==> src/rtl/alu_pkg.sv <==
// Shared definitions for the narrow ALU and the wide-operation sequencer.
// Contents: ALUFUN encodings, wide-op encoding, sequencer FSM states and
// CNVZ flag bit positions.
package alu_pkg;

  // ALUFUN encodings, shared with ALUController.
  localparam logic [3:0] ALU_ADD = 4'h0;
  localparam logic [3:0] ALU_ADC = 4'h1;
  localparam logic [3:0] ALU_SUB = 4'h2;
  localparam logic [3:0] ALU_SBC = 4'h3;
  localparam logic [3:0] ALU_AND = 4'h4;
  localparam logic [3:0] ALU_XOR = 4'h6;

  typedef enum logic [1:0] {
    OP_ADD = 2'd0,
    OP_SUB = 2'd1,
    OP_AND = 2'd2,
    OP_XOR = 2'd3
  } wide_op_t;

  typedef enum logic [1:0] {
    StIdle,
    StRun,
    StDone
  } seq_state_t;

  // Bit positions inside a {C,N,V,Z} flag nibble.
  localparam int unsigned C_BIT = 3;
  localparam int unsigned N_BIT = 2;
  localparam int unsigned V_BIT = 1;
  localparam int unsigned Z_BIT = 0;

endpackage

==> src/rtl/limb_mux.sv <==
// Combinational limb selector: returns limb idx (BUS bits) of a LIMBS*BUS word.
// Ports:
//   word  in   LIMBS*BUS  source word, limb 0 in the least-significant bits
//   idx   in   IdxW       limb index, values >= LIMBS yield zero
//   limb  out  BUS        selected limb
module limb_mux #(
  parameter int unsigned BUS   = 4,
  parameter int unsigned LIMBS = 4,
  parameter int unsigned IdxW  = $clog2(LIMBS)
) (
  input  logic [BUS*LIMBS-1:0] word,
  input  logic [IdxW-1:0]      idx,
  output logic [BUS-1:0]       limb
);

  always_comb begin
    limb = '0;
    for (int unsigned i = 0; i < LIMBS; i++) begin
      if (idx == i[IdxW-1:0]) limb = word[i*BUS +: BUS];
    end
  end

endmodule

==> src/rtl/wide_alu_sequencer.sv <==
// Runs LIMBS*BUS-bit add/sub/and/xor on a shared BUS-bit ALU, one limb per
// cycle, least-significant limb first, chaining carries through CNVZI[3].
// Ports:
//   clk, reset          clock (rising edge), synchronous active-high reset
//   start, op           request pulse (accepted only when idle), wide operation
//   a_wide, b_wide      operands, latched on an accepted start
//   busy, done          busy from accept through the done cycle; done is a pulse
//   result, cnvz        wide result and {C,N,V,Z}, held until the next accept
//   alu_a, alu_b        current operand limbs to the ALU
//   alu_fun             ALUFUN to the ALU
//   alu_cnvz_in         CNVZI to the ALU (only the carry bit is used)
//   alu_s, alu_cnvz_out limb result and flags from the ALU
module wide_alu_sequencer
  import alu_pkg::*;
#(
  parameter int unsigned BUS   = 4,
  parameter int unsigned LIMBS = 4,
  localparam int unsigned W    = BUS * LIMBS,
  localparam int unsigned IdxW = $clog2(LIMBS)
) (
  input  logic           clk,
  input  logic           reset,
  input  logic           start,
  input  logic [1:0]     op,
  input  logic [W-1:0]   a_wide,
  input  logic [W-1:0]   b_wide,
  output logic           busy,
  output logic           done,
  output logic [W-1:0]   result,
  output logic [3:0]     cnvz,
  output logic [BUS-1:0] alu_a,
  output logic [BUS-1:0] alu_b,
  output logic [3:0]     alu_fun,
  output logic [3:0]     alu_cnvz_in,
  input  logic [BUS-1:0] alu_s,
  input  logic [3:0]     alu_cnvz_out
);

  seq_state_t      state_q;
  wide_op_t        op_q;
  logic [IdxW-1:0] k_q;
  logic [W-1:0]    a_q, b_q, result_q;
  logic [3:0]      cnvz_q;
  logic            carry_q, zacc_q, busy_q, done_q;

  logic is_arith, first_limb, last_limb, z_next;

  assign is_arith   = (op_q == OP_ADD) || (op_q == OP_SUB);
  assign first_limb = (k_q == '0);
  assign last_limb  = (k_q == IdxW'(LIMBS - 1));
  assign z_next     = zacc_q & alu_cnvz_out[Z_BIT];

  limb_mux #(.BUS(BUS), .LIMBS(LIMBS), .IdxW(IdxW)) u_mux_a (
    .word (a_q),
    .idx  (k_q),
    .limb (alu_a)
  );

  limb_mux #(.BUS(BUS), .LIMBS(LIMBS), .IdxW(IdxW)) u_mux_b (
    .word (b_q),
    .idx  (k_q),
    .limb (alu_b)
  );

  // Function/carry-in are decoded from registered state only; outside RUN the
  // bus is parked on AND with no carry.
  always_comb begin
    alu_fun     = ALU_AND;
    alu_cnvz_in = '0;
    if (state_q == StRun) begin
      unique case (op_q)
        OP_ADD: begin
          alu_fun            = first_limb ? ALU_ADD : ALU_ADC;
          alu_cnvz_in[C_BIT] = first_limb ? 1'b0 : carry_q;
        end
        OP_SUB: begin
          alu_fun            = first_limb ? ALU_SUB : ALU_SBC;
          alu_cnvz_in[C_BIT] = first_limb ? 1'b0 : carry_q;
        end
        OP_AND:  alu_fun = ALU_AND;
        OP_XOR:  alu_fun = ALU_XOR;
        default: alu_fun = ALU_AND;
      endcase
    end
  end

  always_ff @(posedge clk) begin
    if (reset) begin
      state_q  <= StIdle;
      op_q     <= OP_ADD;
      k_q      <= '0;
      a_q      <= '0;
      b_q      <= '0;
      result_q <= '0;
      cnvz_q   <= '0;
      carry_q  <= 1'b0;
      zacc_q   <= 1'b0;
      busy_q   <= 1'b0;
      done_q   <= 1'b0;
    end else begin
      unique case (state_q)
        StIdle: begin
          if (start) begin
            op_q     <= wide_op_t'(op);
            a_q      <= a_wide;
            b_q      <= b_wide;
            k_q      <= '0;
            zacc_q   <= 1'b1;
            carry_q  <= 1'b0;
            result_q <= '0;
            busy_q   <= 1'b1;
            state_q  <= StRun;
          end
        end
        StRun: begin
          for (int unsigned i = 0; i < LIMBS; i++) begin
            if (k_q == i[IdxW-1:0]) result_q[i*BUS +: BUS] <= alu_s;
          end
          carry_q <= alu_cnvz_out[C_BIT];
          zacc_q  <= z_next;
          if (last_limb) begin
            if (is_arith) begin
              cnvz_q <= {alu_cnvz_out[C_BIT], alu_cnvz_out[N_BIT], alu_cnvz_out[V_BIT], z_next};
            end else begin
              // alu_s is the top limb here, so its MSB is result[W-1].
              cnvz_q <= {1'b0, alu_s[BUS-1], 1'b0, z_next};
            end
            done_q  <= 1'b1;
            state_q <= StDone;
          end else begin
            k_q <= k_q + 1'b1;
          end
        end
        StDone: begin
          done_q  <= 1'b0;
          busy_q  <= 1'b0;
          state_q <= StIdle;
        end
        default: state_q <= StIdle;
      endcase
    end
  end

  assign busy   = busy_q;
  assign done   = done_q;
  assign result = result_q;
  assign cnvz   = cnvz_q;

endmodule

==> config.mk <==
export PLATFORM = sky130hd
export DESIGN_NAME = wide_alu_sequencer
export DESIGN_NICKNAME = d
export VERILOG_FILES = /design/src/rtl/alu_pkg.sv /design/src/rtl/limb_mux.sv /design/src/rtl/wide_alu_sequencer.sv
export SDC_FILE = /design/constraint.sdc
export NUM_CORES = 1
export LEC_CHECK = 0
export BUFFER_PORTS_ARGS = -buffer_cell sky130_fd_sc_hd__buf_2
export CORE_MARGIN = 3
export CORE_UTILIZATION = 35
export DETAILED_ROUTE_END_ITERATION = 12
export SKIP_LAST_GASP = 1
export SLEW_MARGIN = 40
export SYNTH_ARGS = -nofsm -noshare
export SYNTH_HDL_FRONTEND = slang
export SYNTH_SLANG_ARGS = --single-unit
export TNS_END_PERCENT = 5
==> constraint.sdc <==
create_clock -name clk -period 1.52 [get_ports clk]
set_clock_uncertainty 0.2 [all_clocks]
set_input_delay 0 -clock clk [delete_from_list [all_inputs] [get_ports clk]]
set_output_delay 0 -clock clk [all_outputs]
set_load 0.01 [all_outputs]
==> results.yml <==
clock_tree:
  cts_tree: "built"
  numCtsBuffers: 9
  clock_latency_ns: 0.34
  clockBufferDepth: 2
  htree_levels: 3
  clock-sinks: 62
  clk_pin_slew_ns: 0.07
  root_buffer: "clkbuf_8"
place:
  place_area_um2: 3220
  gp_congestion: 0.761
  io_buffer_count: 78
  dp_hpwl_um: 4760
run_status:
  status: "complete, but fails checks"
  violations: "setup timing"
logic_synthesis:
  synth_seq_cells: 62
  syn_inst: 304
  synth_edf_count: 0
  synth.distinct_cells: 37
  synth_ff_type: "dfxtp_1"
  seq_area_frac_synth: 0.466
  synth_area_leaders: "dfxtp_1 (47%), nand2_1 (11%), a21oi_1 (7.7%)"
  synth.top_cell.area_share: 0.466
  synth_top_area_cell: "dfxtp_1"
  async_flop_share: 0
  yosys_warnings: 0
  syn_area_per_cell_um2: 8.77
  yosys-top-cells-count: "nand2_1 (80), dfxtp_1 (62), a21oi_1 (41)"
  syn-cell-area_um2: 2670
  synthMostInstantiatedCell: "nand2_1"
sta:
  slew_viol_final: 0
  fin_ws_ns: -0.364
  hold_viol: 0
  fin_setup_tns_ns: -5.31
  timing.fmax_ghz: 0.531
  min_period_ns: 1.88
  finalSetupViolations: 28
  rsz0062_at_grt: "true"
  holdWs_ns: 0.252
  finalCritPeriodShare: 1.24
power:
  pwr-share-seq: 0.486
  power.internal_uw: 2670
  powerDensity_nw_per_um2: 889
  p_comb_frac: 0.172
  netSwitchingPower_uw: 929
  ir_drop_v: 0.000453
  switching_share: 0.258
  clkPwrFrac: 0.341
  p_leak_uw: 0.00173
  power_uw: 3600
cells_and_area:
  area_growth_pct: 52.0
  antennaDiodeCount: 0
  final_core_util: 0.552
  design_area_um2: 4050
  drive_gt1_frac: 0.346
  final_nets: 486
worst_setup_path:
  critical_path.cell_chain: "inv_2 > buf_6 > ha_4 > buf_6 > buf_6 > a221oi_4 > o31ai_2 > buf_2"
  cp-end-kind: "output port"
  cp_data_required_time_ns: 1.32
  crit_slowest_cell: "dfxtp_2"
  path_buf_inv: 5
  startpoint_type: "register"
  cp_max_fo: 7
  critPathTopFamily: "buffers and inverters"
  crit_arrival_ns: 1.68
  cpPeakStageDelay_ns: 0.35
  crit_top_cell: "buf_6"
  path_class: "register to output port"
detailed_routing:
  drt-total-wl_um: 7420
  drc: 0
  antenna_left: 0
  routedWlPerCell_um: 13.8
  routed-via-count: 2583
  firstDrtPassIters: 4
  drt_first_iter_violations: 82
  vias_per_cell: 4.80
die:
  rows: 31
  core_region_area_um2: 7330
  fp.dieW_um: 93.3
  die_area_um2: 8700
  start_util: 0.364
  pin_count: 83
  die_h_um: 93.3
grt:
  grt_max_degree: 43
  grt_pass1_vias: 2551
  grt_overflow: 0
  antenna_found_initial: 0
  grt_pass1_wl_um: 12100
  grt_usage: 0.175
flow_run:
  drv_cap: 0
hold_path:
  worstHoldPathType: "register to register"
==> tightest hold or removal path, delay by kind of cell, from the launching register on <==
family	cells	cell delay [ns]
and+or+nand+nor	1	0.05
DFF	1	0.31
AOI/OAI and AO/OA	1	0.05
==> stage by stage <==
| stage | cells | setup slack [ns] |
|---|---|---|
| floorplan | 307 | -0.0447 |
| global placement | 477 | -0.387 |
| detailed placement | 477 | -0.452 |
| CTS | 538 | -0.368 |
| global route | 538 | -0.446 |
| finish | 538 | -0.364 |
==> metal layers <==
metal / track usage / vias up / routed length [um]
li1: - / 1312 / -
met1: 0.220 / 1204 / 3420
met2: 0.290 / 60 / 3630
met3: 0.0579 / 7 / 307
met4: 0.0366 / 0 / 60
met5: 0 / - / 0
==> flip-flops by register name (all words and copies together), names as in the netlist, 2 cells and up <==
name and flops:
a_q 16, b_q 16, cnvz 4, k_q 2
op_q 2, result 16, state_q 2
==> timing repair <==
action                                  in CTS  in global routing
pin swaps                                    6                  3
buffers inserted                             4                  0
hold endpoints to repair                    62                  0
resized for setup                           32                  7
endpoints found under the setup margin      63                 68
hold buffers                                44                  0
==> power groups by stage <==
stage	Clock, uW	Sequential [uW]	Combinational [uW]
after floorplan	0	1770	305
after global placement	0	1780	452
after detailed placement	0	1780	461
after CTS	1270	1750	604
after global routing	1350	1760	679
final	1230	1750	620
==> final cells by class <==
type	instances	area, um2
multi-input combinational	215	1430
sequential	62	1240
fill	680	3280
timing repair buffer	144	1070
clock buffer	11	151
tap	99	124
clock inverter	2	10.0
inverter	5	18.8
==> cells by family after synthesis <==
| logic type | synth area share |
|---|---|
| buf+inv | 0.0765 |
| simple gates | 0.200 |
| mux | 0.0244 |
| flops | 0.466 |
| fa+ha+maj | 0.0188 |
| other cells | 0.00141 |
| compound gates | 0.213 |
==> final timing paths <==
check / startpoint / endpoint / slack, ns / cells after the start
hold reg to reg: cnvz[1] / cnvz[1] / 0.25 / 2
setup reg to reg: k_q[0] / result[8] / -0.23 / 7
hold / removal: cnvz[1] / cnvz[1] / 0.25 / 2
setup / recovery: k_q[0] / alu_b[2] / -0.36 / 8
==> cells in the final DEF (no fill, tap or decap), types with 5 or more instances in the layout <==
cell type,netlist,final
dlygate4sd3_1,0,44
nor2b_1,11,7
a21oi_1,41,41
o31ai_2,0,7
a22o_1,16,16
dfxtp_1,62,59
clkbuf_8,0,11
buf_2,4,78
a221oi_2,0,5
buf_6,3,7
and2_1,5,5
nand2_1,80,80
buf_4,8,11
Note: power is estimated with default switching activity, not from simulation.
